<file path="src/rtl/multdiv_unit.sv">
// Multi-cycle signed multiply (radix-2 Booth) / divide (non-restoring) unit.
// Optional MULTDIV_EARLY_OUT_EN: trivial operands (either operand zero) finish in one edge.
`default_nettype none

module multdiv_unit #(
  parameter int WIDTH = 32
) (
  input  logic             clock,
  input  logic             reset,
  input  logic [WIDTH-1:0] data_operandA,
  input  logic [WIDTH-1:0] data_operandB,
  input  logic             ctrl_MULT,
  input  logic             ctrl_DIV,
  output logic [WIDTH-1:0] data_result,
  output logic             data_exception,
  output logic             data_resultRDY,
  output logic             busy
);

  localparam int            CW   = $clog2(WIDTH + 1);
  localparam logic [CW-1:0] LAST = CW'(WIDTH);

  typedef enum logic [1:0] {IDLE, MUL, DIV, DONE} state_t;

  state_t           state;
  logic [CW-1:0]    count;
  logic             trivial;
  // Booth: {acc, mplier, q_prev}; acc carries one guard bit so the most negative
  // multiplicand cannot overflow the partial sum before the arithmetic shift.
  logic [WIDTH:0]   acc;
  logic [WIDTH-1:0] mplier;
  logic             q_prev;
  logic [WIDTH-1:0] mcand;
  logic [WIDTH+1:0] rem;
  logic [WIDTH-1:0] quo;
  logic [WIDTH-1:0] dmag;
  logic             quo_neg;
  logic             div_zero;
  logic             div_ovf;

  logic             start;
  logic             trivial_start;
  logic [WIDTH-1:0] a_mag;
  logic [WIDTH-1:0] b_mag;
  logic [WIDTH:0]   mcand_ext;
  logic [WIDTH:0]   booth_sum;
  logic [WIDTH+1:0] shifted;
  logic [WIDTH+1:0] rem_next;
  logic [WIDTH:0]   prod_hi;
  logic [WIDTH-1:0] fin_result;
  logic             fin_exc;

  assign start = ctrl_MULT | ctrl_DIV;
  assign a_mag = data_operandA[WIDTH-1] ? -data_operandA : data_operandA;
  assign b_mag = data_operandB[WIDTH-1] ? -data_operandB : data_operandB;

`ifdef MULTDIV_EARLY_OUT_EN
  assign trivial_start = (data_operandA == '0) || (data_operandB == '0);
`else
  assign trivial_start = 1'b0;
`endif

  assign mcand_ext = {mcand[WIDTH-1], mcand};
  always_comb begin
    booth_sum = acc;
    case ({mplier[0], q_prev})
      2'b01:   booth_sum = acc + mcand_ext;
      2'b10:   booth_sum = acc - mcand_ext;
      default: booth_sum = acc;
    endcase
  end

  assign shifted  = {rem[WIDTH:0], quo[WIDTH-1]};
  assign rem_next = rem[WIDTH+1] ? shifted + {2'b00, dmag} : shifted - {2'b00, dmag};

  assign prod_hi = {acc[WIDTH-1:0], mplier[WIDTH-1]};

  always_comb begin
    fin_result = '0;
    fin_exc    = 1'b0;
    if (trivial) begin
      fin_exc = (state == DIV) && div_zero;
    end else if (state == MUL) begin
      fin_result = mplier;
      fin_exc    = !((&prod_hi) || !(|prod_hi));
    end else if (div_zero || div_ovf) begin
      fin_exc = 1'b1;
    end else begin
      fin_result = quo_neg ? -quo : quo;
    end
  end

  always_ff @(posedge clock or negedge reset) begin
    if (!reset) begin
      state          <= IDLE;
      count          <= '0;
      trivial        <= 1'b0;
      acc            <= '0;
      mplier         <= '0;
      q_prev         <= 1'b0;
      mcand          <= '0;
      rem            <= '0;
      quo            <= '0;
      dmag           <= '0;
      quo_neg        <= 1'b0;
      div_zero       <= 1'b0;
      div_ovf        <= 1'b0;
      data_result    <= '0;
      data_exception <= 1'b0;
      data_resultRDY <= 1'b0;
      busy           <= 1'b0;
    end else begin
      data_resultRDY <= 1'b0;
      if (start) begin
        // A start pulse always wins, aborting whatever is in flight.
        state          <= ctrl_MULT ? MUL : DIV;
        count          <= '0;
        trivial        <= trivial_start;
        acc            <= '0;
        mplier         <= data_operandB;
        q_prev         <= 1'b0;
        mcand          <= data_operandA;
        rem            <= '0;
        quo            <= a_mag;
        dmag           <= b_mag;
        quo_neg        <= data_operandA[WIDTH-1] ^ data_operandB[WIDTH-1];
        div_zero       <= (data_operandB == '0);
        div_ovf        <= (data_operandA == {1'b1, {(WIDTH-1){1'b0}}}) && (data_operandB == '1);
        data_result    <= '0;
        data_exception <= 1'b0;
        busy           <= 1'b1;
      end else begin
        case (state)
          MUL, DIV: begin
            if (trivial || count == LAST) begin
              state          <= DONE;
              data_result    <= fin_result;
              data_exception <= fin_exc;
              data_resultRDY <= 1'b1;
              busy           <= 1'b0;
            end else begin
              count <= count + CW'(1);
              if (state == MUL) begin
                acc    <= {booth_sum[WIDTH], booth_sum[WIDTH:1]};
                mplier <= {booth_sum[0], mplier[WIDTH-1:1]};
                q_prev <= mplier[0];
              end else begin
                rem <= rem_next;
                quo <= {quo[WIDTH-2:0], ~rem_next[WIDTH+1]};
              end
            end
          end
          DONE:    state <= IDLE;
          default: state <= IDLE;
        endcase
      end
    end
  end

endmodule

`default_nettype wire

</file>
<file path="config.mk">
export PLATFORM = sky130hd
export DESIGN_NAME = multdiv_unit
export DESIGN_NICKNAME = d
export VERILOG_FILES = /design/src/rtl/multdiv_unit.sv
export SDC_FILE = /design/constraint.sdc
export NUM_CORES = 1
export LEC_CHECK = 0
export CORE_UTILIZATION = 50
export CTS_BUF_LIST = sky130_fd_sc_hd__clkbuf_8
export DETAILED_ROUTE_END_ITERATION = 8
export PLACE_DENSITY = 0.69
export SYNTH_ARGS = -nofsm -noshare
export SYNTH_HDL_FRONTEND = slang
export SYNTH_SLANG_ARGS = --single-unit
</file>
<file path="constraint.sdc">
create_clock -name clock -period 12.91 [get_ports clock]
set_input_delay 2.582 -clock clock [delete_from_list [all_inputs] [get_ports clock]]
set_output_delay 2.582 -clock clock [all_outputs]
set_load 0.02 [all_outputs]
</file>
## Word-level counts from Yosys, hierarchy flattened

Cells that the tools add are included.

| word-level totals | value |
|---|---|
| flip-flop bits (word level) | 242 |
| ROM bits | 0 |
| logic and storage cells | 101 |
| bits in latches | 0 |
| bits of input ports | 68 |
| memories | 0 |
| RAM bits | 0 |

| cells by class | value |
|---|---|
| div/mod/pow operators | 0 |
| multiply operators | 0 |
| reductions and logical operators | 16 |
| equality and inequality tests | 10 |
| shift-type cells | 0 |
| bitwise gates (word level) | 3 |
| add/subtract/negate cells | 8 |
| multiplexer cells | 48 |
| $lt $le $gt $ge | 0 |

Operators with widths:

| kind | count |
|---|---|
| 32-bit 2-to-1 mux | 16 |
| 34-bit 2-to-1 mux | 5 |
| 33-bit 2-to-1 mux | 4 |
| 32-bit negation | 3 |
| 33-bit case mux with 2 select lines | 1 |
| 32-bit == test (second input constant) | 2 |
| 34-bit by 32-bit adder with 34-bit output | 1 |
| 34-bit by 32-bit subtractor with 34-bit output | 1 |
| 33-bit adder | 1 |
| 33-bit AND reduction | 1 |
| 33-bit OR reduction | 1 |
| 33-bit subtractor | 1 |
| 32-bit zero test | 1 |
| 6-bit 2-to-1 mux | 3 |
| 1-bit 2-to-1 mux | 15 |
| 2-bit 2-to-1 mux | 4 |
| 6-bit by 1-bit adder with 6-bit output (second input constant) | 1 |
| 6-bit == test (second input constant) | 1 |
| 3-bit AND reduction | 2 |
| 2-bit nonzero test | 3 |
| 2-bit by 1-bit == test with 1-bit output (second input constant) | 2 |
| 2-bit == test (second input constant) | 2 |
| 2-bit inequality test (second input constant) | 2 |
| 2-bit AND reduction | 2 |
| other kinds (8) | 10 |

## Depth between registers and ports, before layout

Gate-level depths: netlist of the first run.

| logic depth | value |
|---|---|
| depth in word-level cells | 8 |
| depth in mapped cells | 20 |
| gate-level depth less buffers | 19 |

## Worst setup path after synthesis of the first run

No wires, ideal clock.

| timing path | value |
|---|---|
| kind | input-to-reg |
| from | in data_operandA[10] |
| to | reg quo[29] |
| data required time | 12.828 ns |
| stages | 9 |
| slack | 7.850 ns |
| arrival time | 4.978 ns |
| buffers on the path | 0 |
| cells stage by stage | or4_4 -> or4_1 -> or2_1 -> or3_4 -> or3_4 -> o31ai_4 -> xnor2_1 -> nor2_1 -> a31oi_1 |

| on the way | value |
|---|---|
| cells in the longest elaborated chain, start to end | 3 |

Ends and longest elaborated chain:

| what | RTL line | text |
|---|---|---|
| start, declared | 10 | `input logic [WIDTH-1:0] data_operandA,` |
| 32-bit negation | 54 | `assign a_mag = data_operandA[WIDTH-1] ? -data_operandA : data_operandA;` |
| 32-bit 2-to-1 mux | 54 |  |
| 32-bit 2-to-1 mux | 114 | `if (start) begin` |
| end signal, assigned | 124 | `quo <= a_mag;` |
| end signal, assigned | 149 | `quo <= {quo[WIDTH-2:0], ~rem_next[WIDTH+1]};` |
| end, declared | 35 | `logic [WIDTH-1:0] quo;` |

Every way passes these cells.
A chain may end at the register's enable or synchronous reset.

## Final worst setup path of the first run

| timing path | value |
|---|---|
| from | in data_operandB[2] |
| to | reg dmag[27] |

| on the way | value |
|---|---|
| cells in the longest elaborated chain, start to end | 2 |

Ends and longest elaborated chain:

| what | RTL line | text |
|---|---|---|
| start, declared | 11 | `input logic [WIDTH-1:0] data_operandB,` |
| 32-bit negation | 55 | `assign b_mag = data_operandB[WIDTH-1] ? -data_operandB : data_operandB;` |
| 32-bit 2-to-1 mux | 55 |  |
| end signal, assigned | 125 | `dmag <= b_mag;` |
| end, declared | 36 | `logic [WIDTH-1:0] dmag;` |

Every way passes these cells.

==> results of run 1 <==
[cell families after synthesis]
| logic type | Yosys count |
|---|---|
| buffers and inverters | 169 |
| adders and majority gates | 77 |
| DFF | 241 |
| xor gates and xnor gates | 201 |
| AOI/OAI and AO/OA | 582 |
| muxes | 11 |
| and+or+nand+nor | 845 |
[layout by cell type (no fill, tap or decap), types with 5 or more instances in the layout]
cell and count:
clkbuf_8 55, nor3_1 55, o211a_1 9, ha_1 75
a21oi_1 127, and2_1 10, or3_1 24, a221oi_1 20
nand3b_1 5, clkdlybuf4s50_1 101, clkinv_2 6, inv_1 59
a22oi_1 17, nand3_1 48, nand4_1 31, o31ai_1 29
nor2b_1 10, mux2i_1 8, buf_4 18, o21bai_1 7
nor2_1 182, o21ai_0 150, a21boi_0 6, and3_1 19
a21o_1 44, o21a_1 13, o41ai_1 15, and4_1 8
nand2b_1 11, nor4_1 25, xor2_1 86, a211oi_1 10
or4_1 16, xnor2_1 115, a31oi_1 78, o211ai_1 21
dfrtp_1 241, or2_2 7, nand2_1 373
[flip-flops by register name (all words and copies together) (netlist names)]
register	cells
quo	32
q_prev	1
data_exception	1
acc	32
mcand	32
div_zero	1
rem	34
count	6
dmag	32
busy	1
div_ovf	1
quo_neg	1
data_result	32
mplier	32
data_resultRDY	1
state	2
[worst min-delay path by stage]
stage / from / to / slack [ns] / cells past startpoint
after floorplan: div_zero$_DFFE_PN0N_ / div_zero$_DFFE_PN0N_ / 0.44 / 2
after global placement: busy$_DFFE_PN0P_ / busy$_DFFE_PN0P_ / 0.49 / 2
after detailed placement: busy$_DFFE_PN0P_ / busy$_DFFE_PN0P_ / 0.49 / 2
after CTS: busy$_DFFE_PN0P_ / busy$_DFFE_PN0P_ / 0.51 / 2
after global routing: rem[3]$_DFFE_PN0P_ / rem[3]$_DFFE_PN0P_ / 0.55 / 2
final: dmag[6]$_DFFE_PN0N_ / dmag[6]$_DFFE_PN0N_ / 0.52 / 2
[power by group]
group / switching [mW] / internal (mW) / total [mW]
logic: 0.410 / 0.265 / 0.675
clock network: 0.360 / 0.448 / 0.808
registers: 0.0828 / 0.814 / 0.897
[cell type report]
| cell class | count | area share |
|---|---|---|
| inverters | 43 | 0.008350 |
| repair buffers | 121 | 0.06110 |
| multi-input cells | 1716 | 0.5395 |
| clock buffers | 55 | 0.03916 |
| well taps | 448 | 0.02900 |
| clock inverters | 28 | 0.01087 |
| flip-flops and latches | 241 | 0.3120 |
[through the flow]
step / hold slack [ns] / power (mW)
2_1_floorplan: 0.4445 / 1.371
3_3_place_gp: 0.4932 / 1.557
3_5_place_dp: 0.4899 / 1.572
4_1_cts: 0.5111 / 2.388
5_1_grt: 0.5461 / 2.512
6_report: 0.5160 / 2.380
[routing by layer]
| metal | routed length [µm] | vias to the layer above | part of all wire | track usage |
|---|---|---|---|---|
| met5 | 0 | - | 0 | 0 |
| met4 | 1394 | 0 | 0.028 | 0.09552 |
| met3 | 3848 | 98 | 0.076 | 0.05680 |
| met2 | 22960 | 609 | 0.45 | 0.4536 |
| met1 | 22460 | 7781 | 0.44 | 0.4005 |
| li1 | - | 7694 | - | - |
[worst reg2reg max path, cell delays in order, from the launching register on]
cell and delay [ns]:
dfrtp_1 0.41, or3_1 0.39, or4_1 0.46, or2_2 0.33, nor2_1 0.24, a21oi_1 0.13, xnor2_1 0.16, ha_1 0.41
a21oi_1 0.23, o21ai_0 0.16, a311oi_1 0.45, nand3_1 0.11, o21ai_0 0.31, a311oi_1 0.24, a221oi_1 0.36, mux2i_1 0.28
mux2i_1 0.21
==> impl_results.md, run 1 <==
- Time the final worst path needs with I/O delays and setup: 5.196 ns
- Fmax achieved: 192.4 MHz
- Destination of the critical timing path: dmag[27]$_DFFE_PN0N_
- Portion of the post-synthesis area used by sequential elements: 0.3534
- Worst path top cell family by delay: simple AND/OR/NAND/NOR gates
- Core Box Area: 0.03353 mm²
- Power density over the cells: about 120 mW/mm²
- Wire length of the first global-routing pass: about 81 mm
- Routed via count divided by cell count: 6.102
- Pin count of the biggest net entering global routing: 193
- Top-area cell type share of the netlist area: 0.3534
- Fraction of final layout cells sized beyond drive strength 1: 0.05082
- Synthesized-area fraction occupied by xor and xnor cells: 0.1032
- Post-CTS setup buffers: 0
- Num ports: approximately 100
- Maximum Capacitance Violations: 0
- Mapped Cells: 2126
- Cell with the largest stage delay on the worst path: clkdlybuf4s50_1
- Antenna violations before repair: 0
- Post-Layout Cell Count: about 2700
- Setup slack after layout: between 7 and 8 ns
- Final hold viol count: 0
- Worst voltage drop across the vdd grid: ~120 µV
- Net count of the mapped netlist: ~2300
- WL/cell: 19.11 µm
- Post-cts sizing count: 0
- Register-to-Register Setup Slack: ~7.9 ns
- Most area-hungry cell type in the Yosys netlist: dfrtp_1
- Crit path from: data_operandB[2]
- Fin. max-slew vios: 0
- Leakage: 8.430 nW
- Die outline width: roughly 190 µm
- Average cell area after synthesis: approximately 8.0 µm²
- Adder-cell share of the synthesized area: 0.05733
- CTS clock-pin slew for the worst setup and hold paths: approximately 0.060 ns
- Routed wire length: 50.67 mm
- Combinational family with the most area after synthesis: simple AND/OR/NAND/NOR gates
- Core Rows: 67
- Count of input and output buffers: 102
- H-tree depth: 2
- Setup slack after placement: about 7.1 ns
- Final design area excluding fillers: about 0.019 mm²
- Worst path max stage delay: about 0.5 ns
- Endpoint required time on the critical path: approximately 13 ns
- Area after DPL: 0.01836 mm²
- Crit path arrival time: 5.70 ns
- Count of yosys warnings during synthesis: 0
- Number of routed nets with antenna violations: 0
- Area taken by multi-input logic gates: around 0.010 mm²
- DP Cell Count: about 2600
- Remaining global-route overflow: 0
- Reg-to-reg startpoint: mcand[3]$_DFFE_PN0N_
- Worst Max-Slew Pin Slew: between 1 and 1.5 ns
- Worst hold path type: reg2reg
- Mapped Area: between 0.015 and 0.02 mm²
- Vias in the first global route: roughly 15000
- Layout Area Growth over Synthesis: 13.27%
- Reg2Reg Depth: 16
- Cell breakdown of the critical path: clkdlybuf4s50_1 > or3_1 > or3_1 > or4_1 > nor4_1 > nand2_1 > o41ai_1 > xor2_1 > o21ai_1
- Async set-or-reset flop fraction in the synthesized netlist: 1.000
- Result of the run: finished, final reports clean
- Sequential cell area: just over 0.006 mm²
- Fill cell total of the finished layout: 3127
- Buffer cell driving the clock tree root: clkbuf_8
- Final nets: 2315
- Endpoints failing setup: 0
- Bufs and invs on worst path: 1
- Period utilization: 0.4025
- Detailed-router iteration count before antenna repair: 6
- Number of clock sinks: approximately 240
- Clock skew: approximately 0.033 ns
- Starting utilization of the core area: 0.5090
- Synth cell count leaders: 374 x nand2_1, 241 x dfrtp_1, 183 x nor2_1
- Placer Congestion: 0.9493
- Routed via count: around 16000
- Clock network latency to the later pin of the worst-skew pair: between 0.6 and 0.7 ns
- Area contributors post-synth: dfrtp_1 35%, nand2_1 8.2%, xnor2_1 5.9%
- # hold bufs at CTS: 0
- Slew Limit Headroom: 0.3133
- Die outline area: around 0.035 mm²
- Number of clock buffers inserted by TritonCTS: between 40 and 50
- Number of DRC markers after the initial detailed-route iteration: 1356
- Critical Setup Path Class: in2reg
- Aggregate negative setup slack: 0 ns
- Number of enable flip-flop cells after synthesis: 0
- Portion of netlist area occupied by mux cells: 0.006672
- R2r endpoint: acc[31]$_DFFE_PN0P_
- Area fraction in compound gates after synthesis: 0.2164
- Top flip-flop cell by instance count after synthesis: dfrtp_1
- Synth unique cells: 68
- Kind of start point of the critical path: input port
- Half-perimeter wire length after detailed placement: about 36 mm
- RSZ-0062 raised after global routing: false
- Buffer levels on the longest clock path: 3
- Top-count cell post-synth: nand2_1
- Most used cell, CP: or3_1
- Total DRC errors in the routed layout: 0
- Highest fanout seen on the critical path: 5
- Synthesis-stage register bit count: approximately 240
- Clock tree from TritonCTS: yes
- Fraction of the core area covered by cells at the end of the flow: 0.5765
- Total global-route track usage: 0.2894
- Nature of the critical path endpoint: flip-flop
- Stages on the worst setup path: 9
- Antenna diode count: 0
- Die Height: 186.8 µm
- Synthesized-area fraction occupied by and/or/nand/nor cells: 0.2259
No activity file was read; power rests on OpenSTA's default activity.
==> inputs of run 2 (changes only) <==
Clock period 12.91 ns to 4.8 ns, I/O delays scaled along.
==> impl_results.md, run 2 (synthesis results as in run 1) <==
- Clock network latency to the later pin of the worst-skew pair: 0.62 ns
- Sequential power share: 0.380
- WL/cell: about 19 µm
- Wire length of the first global-routing pass: just over 80 mm
- Number of routed nets with antenna violations: 0
- Starting utilization of the core area: 0.5090
- Kind of start point of the critical path: flip-flop
- DP Cell Count: roughly 2600
- Result of the run: finished, final reports clean
- Total global-route track usage: 0.2931
- R2r endpoint: acc[31]$_DFFE_PN0P_
- Bufs and invs on worst path: 1
- Final nets: 2333
- Routed via count: about 16000
- Highest fanout seen on the critical path: 11
- Clock power frac: 0.326
- Setup slack after layout: ~0.32 ns
- NetSw: about 2.3 mW
- Routed via count divided by cell count: ~6.0
- Worst voltage drop across the vdd grid: 189.6 µV
- Worst Max-Slew Pin Slew: between 1 and 1.5 ns
- Endpoints failing setup: 0
- Vias in the first global route: ~15000
- Clock tree from TritonCTS: yes
- H-tree depth: 2
- Post-Layout Cell Count: about 2700
- Setup slack after placement: 0.1131 ns
- Fill cell total of the finished layout: about 3100
- Combinational fraction of design power: 0.294
- Destination of the critical timing path: acc[31]$_DFFE_PN0P_
- Number of DRC markers after the initial detailed-route iteration: ~1200
- Period utilization: 0.9329
- Total DRC errors in the routed layout: 0
- Nature of the critical path endpoint: flip-flop
- Cell breakdown of the critical path: or3_1 > or4_1 > or2_2 > nor2b_1 > xnor2_1 > ha_1 > and4_1 > nand2_1 > and4_1 > a21oi_1 > o21ai_2 > buf_4 > a311oi_1 > a221oi_2 > mux2i_1 > mux2i_1
- Critical Setup Path Class: reg2reg
- Post-cts sizing count: 0
- Fraction of final layout cells sized beyond drive strength 1: 0.06211
- Time the final worst path needs with I/O delays and setup: roughly 4.5 ns
- Stages on the worst setup path: 16
- Endpoint required time on the critical path: approximately 5.3 ns
- Die Height: 186.8 µm
- Half-perimeter wire length after detailed placement: roughly 37 mm
- Pin count of the biggest net entering global routing: between 100 and 150
- Antenna violations before repair: 2
- Die outline width: between 150 and 200 µm
- Detailed-router iteration count before antenna repair: 8
- Final hold viol count: 0
- Number of clock sinks: 241
- Worst hold path type: reg2reg
- Cell with the largest stage delay on the worst path: ha_1
- Aggregate negative setup slack: 0 ns
- Maximum Capacitance Violations: 0
- Num ports: 103
- Number of clock buffers inserted by TritonCTS: between 40 and 50
- Most frequent standard cell in the layout excluding fill and tap cells: nand2_1
- RSZ-0062 raised after global routing: false
- Total power consumption of the routed design: between 6 and 7 mW
- # hold bufs at CTS: 0
- Internal portion of total power: just over 4 mW
- Layout Area Growth over Synthesis: 14.26%
- Register-to-Register Setup Slack: around 0.32 ns
- Fin. max-slew vios: 0
- Register with the most flip-flops: rem
- Core Rows: 67
- Core Box Area: about 0.034 mm²
- Fraction of the core area covered by cells at the end of the flow: 0.5815
- Leakage: 8.519 nW
- Crit path from: mcand[3]$_DFFE_PN0N_
- Routed wire length: between 50 and 60 mm
- Fmax achieved: roughly 220 MHz
- Post-CTS setup buffers: 0
- Worst path top cell family by delay: simple AND/OR/NAND/NOR gates
- Reg-to-reg startpoint: mcand[3]$_DFFE_PN0N_
- Most frequent cells in the layout: 373 x nand2_1, 241 x dfrtp_1, 181 x nor2_1
- Clock skew: 0.03587 ns
- Slew Limit Headroom: 0.3194
- Switching part of the total: 0.3628
- Remaining global-route overflow: 0
- Reg2Reg Depth: 16
- Buffer cell driving the clock tree root: clkbuf_8
- Crit path arrival time: approximately 5.0 ns
- Number of flip-flops under the largest register name: 34
- Die outline area: between 0.03 and 0.04 mm²
- Worst path max stage delay: between 0.5 and 0.6 ns
- Power density over the cells: 324.3 mW/mm²
- CTS clock-pin slew for the worst setup and hold paths: about 0.06 ns
- Placer Congestion: between 0.9 and 1
- Buffer levels on the longest clock path: 3
- Count of input and output buffers: ~100
[run 2: changes by cell type in the layout (fill, tap and decap cells not counted), moves of 2 or more]
cell       delta
buf_12        +3
buf_4        +17
clkinv_2      +2
inv_1         -2
bufinv_16     -2
diode_2       +2
o21ai_0       -2
[run 2: how the worst min path moves through the flow]
stage	startpoint	to	slack, ns	cells after the start
2_1_floorplan	div_zero$_DFFE_PN0N_	div_zero$_DFFE_PN0N_	0.44	2
5_1_grt	div_ovf$_DFFE_PN0N_	div_ovf$_DFFE_PN0N_	0.52	2
6_report	div_ovf$_DFFE_PN0N_	div_ovf$_DFFE_PN0N_	0.50	2
3_5_place_dp	div_ovf$_DFFE_PN0N_	div_ovf$_DFFE_PN0N_	0.49	2
3_3_place_gp	dmag[16]$_DFFE_PN0N_	dmag[16]$_DFFE_PN0N_	0.48	2
4_1_cts	div_ovf$_DFFE_PN0N_	div_ovf$_DFFE_PN0N_	0.50	2
[run 2: layout make-up]
cell class	instances	area (µm²)	share of cell area
multi-input cells	1716	10460	0.5363
flip-flops and latches	241	6031	0.3093
repair buffers	141	1369	0.07020
clock buffers	55	757.0	0.03882
well taps	448	560.5	0.02875
inverters	43	161.4	0.008277
clock inverters	26	158.9	0.008149
diodes	2	5.005	0.0002567
[run 2: tightest hold or removal path: stages (launching register included)]
cell and delay [ns]:
dfrtp_1 0.35, nand2_1 0.06, o31ai_1 0.05
[run 2: metal layers]
metal / GRT usage / vias up / part of all wire
li1: - / 7734 / -
met1: 0.4170 / 7713 / 0.46
met2: 0.4466 / 521 / 0.44
met3: 0.05210 / 110 / 0.068
met4: 0.1037 / 0 / 0.031
met5: 0 / - / 0
[run 2: metrics by stage]
stage / instance area (µm²) / hold WS (ns)
6_report: 19500 / 0.4982
5_1_grt: 19500 / 0.5217
4_1_cts: 19470 / 0.5012
3_5_place_dp: 18550 / 0.4884
3_3_place_gp: 18550 / 0.4835
2_1_floorplan: 17070 / 0.4445
[run 2: power by group through the flow]
stage                     logic [mW]  clock network [mW]  registers (mW)
final                           1.86                2.06            2.40
after global routing            2.06                2.20            2.43
after CTS                       1.83                2.11            2.40
after detailed placement        1.83                   0            2.43
after global placement          1.80                   0            2.42
after floorplan                 1.33                   0            2.36
==> inputs of run 3 (changes only) <==
Settings changed: PLACE_DENSITY 0.69 to 0.72.
Clock period 4.8 ns to 3.62 ns, I/O delays scaled along.
==> impl_results.md, run 3 (synthesis results as in run 1) <==
- Power density over the cells: about 420 mW/mm²
- Number of flip-flops under the largest register name: 34
- Most frequent cells in the layout: 362 x nand2_1, 283 x buf_4, 241 x dfrtp_1
- Register-to-Register Setup Slack: -0.50 ns
- Most frequent standard cell in the layout excluding fill and tap cells: nand2_1
- Fin. max-slew vios: 0
- Critical Setup Path Class: reg2reg
- Setup slack after layout: -0.4958 ns
- Core Rows: 67
- Crit path from: mcand[2]$_DFFE_PN0N_
- Routed via count divided by cell count: just under 6
- Die Height: about 190 µm
- Fraction of final layout cells sized beyond drive strength 1: 0.2322
- Number of clock buffers inserted by TritonCTS: 44
- Wire length of the first global-routing pass: between 80 and 90 mm
- Fraction of the core area covered by cells at the end of the flow: 0.6801
- Endpoints failing setup: 31
- Clock tree from TritonCTS: yes
- Worst Max-Slew Pin Slew: just over 0.9 ns
- Buffer levels on the longest clock path: 3
- CTS clock-pin slew for the worst setup and hold paths: roughly 0.06 ns
- Buffer cell driving the clock tree root: clkbuf_8
- Clock skew: between 0.03 and 0.04 ns
- Remaining global-route overflow: 0
- RSZ-0062 raised after global routing: true
- Core Box Area: 0.03353 mm²
- Num ports: slightly above 100
- Crit path arrival time: 4.62 ns
- Pin count of the biggest net entering global routing: 109
- Register with the most flip-flops: rem
- Leakage: about 10 nW
- Placer Congestion: about 1.0
- Starting utilization of the core area: 0.5090
- Number of routed nets with antenna violations: 0
- Clock network latency to the later pin of the worst-skew pair: approximately 0.6 ns
- Routed via count: about 18000
- Highest fanout seen on the critical path: 4
- Endpoint required time on the critical path: 4.12 ns
- R2r endpoint: acc[31]$_DFFE_PN0P_
- Total DRC errors in the routed layout: 0
- Fmax achieved: 243.0 MHz
- Kind of start point of the critical path: flip-flop
- Reg2Reg Depth: 16
- Final nets: 2612
- H-tree depth: 2
- Count of input and output buffers: 102
- WL/cell: 19.30 µm
- Failing checks: setup timing
- Die outline area: between 0.03 and 0.04 mm²
- Period utilization: 1.137
- Reg-to-reg startpoint: mcand[2]$_DFFE_PN0N_
- Vias in the first global route: 16794
- Routed wire length: 56.95 mm
- Detailed-router iteration count before antenna repair: 5
- Worst voltage drop across the vdd grid: around 310 µV
- Worst hold path type: in2async
- Half-perimeter wire length after detailed placement: 40.39 mm
- Die outline width: between 150 and 200 µm
- Final hold viol count: 0
- Antenna violations before repair: 2
- Maximum Capacitance Violations: 0
- Total power consumption of the routed design: between 9 and 10 mW
- Layout Area Growth over Synthesis: 33.63%
- Final design area excluding fillers: about 0.023 mm²
- Number of DRC markers after the initial detailed-route iteration: 1432
- Total global-route track usage: 0.3149
- Time the final worst path needs with I/O delays and setup: roughly 4 ns
- Number of clock sinks: roughly 240
- Nature of the critical path endpoint: flip-flop
- Area after DPL: just over 0.02 mm²
- Result of the run: finished, violations left
- Slew Limit Headroom: 0.3793
## run 3: cell types whose count changed in the layout (fill, tap and decap cells not counted), moves of 10 or more
| cell | previous run | this run |
|---|---|---|
| xnor2_2 | 0 | 13 |
| xnor2_1 | 115 | 102 |
| nand2_2 | 1 | 11 |
| buf_6 | 0 | 29 |
| o21ai_1 | 4 | 26 |
| buf_4 | 35 | 283 |
| a21oi_2 | 1 | 35 |
| nor2_1 | 181 | 171 |
| o21ai_2 | 1 | 12 |
| nand2_1 | 373 | 362 |
| o21ai_0 | 148 | 112 |
| a21oi_1 | 126 | 90 |
## run 3: worst max-delay path by stage
stage / to / slack [ns] / cells after the start
after floorplan: acc[30]$_DFFE_PN0P_ / -0.34 / 20
after global placement: acc[31]$_DFFE_PN0P_ / -0.39 / 16
after detailed placement: acc[31]$_DFFE_PN0P_ / -0.47 / 16
after CTS: acc[31]$_DFFE_PN0P_ / -0.47 / 16
after global routing: acc[30]$_DFFE_PN0P_ / -0.64 / 19
final: acc[31]$_DFFE_PN0P_ / -0.50 / 16
## run 3: metal layers
layer | GRT usage | wire, µm | up-vias
li1 | - | - | 8296
met1 | 0.4244 | 24310 | 8396
met2 | 0.5093 | 26350 | 693
met3 | 0.04852 | 3986 | 144
met4 | 0.1220 | 2284 | 2
met5 | 0 | 12 | -
## run 3: where the power goes
group | leakage (nW) | internal (mW) | switching, mW
Sequential | 3.05 | 2.90 | 0.277
Clock | 0.572 | 1.77 | 1.28
Combinational | 6.53 | 1.56 | 1.84
Total | 10.2 | 6.24 | 3.40
## run 3: repair_timing
action / in CTS / in global routing
cloned: 0 / 0
endpoints found under the setup margin: 30 / 40
pin swaps: 89 / 114
setup buffers: 22 / 28
gates resized for setup: 82 / 139
hold buffers: 0 / 0
## run 3: cell type report
class | count | area [µm²]
multi-input cells | 1716 | 11400
fillers | 2716 | 10730
flip-flops and latches | 241 | 6031
repair buffers | 421 | 3617
clock buffers | 60 | 825.8
well taps | 448 | 560.5
clock inverters | 21 | 207.7
inverters | 43 | 161.4
diodes | 1 | 2.502
## run 3: worst max-delay path: stages (launching register included)
cell and delay (ns):
dfrtp_1 0.38, or3_4 0.39, or4_4 0.43, or2_4 0.25
nor2_4 0.12, and2_4 0.18, nor2_2 0.04, xnor2_1 0.18
ha_1 0.29, and3_4 0.21, a311oi_4 0.31, nand3_1 0.14
o21ai_2 0.18, a311oi_2 0.15, a221oi_2 0.29, mux2i_1 0.28
mux2i_1 0.20
## run 3: through the flow
step | setup WS, ns | TNS (ns) | hold slack, ns | cells
after detailed placement | -0.4722 | -8.561 | 0.5042 | 2821
after floorplan | -0.3375 | -1.377 | 0.4284 | 2126
after global routing | -0.6360 | -12.31 | 0.1668 | 2950
after CTS | -0.4712 | -3.996 | 0.1368 | 2924
final | -0.4958 | -6.698 | 0.1111 | 2951
after global placement | -0.3905 | -5.924 | 0.4859 | 2821
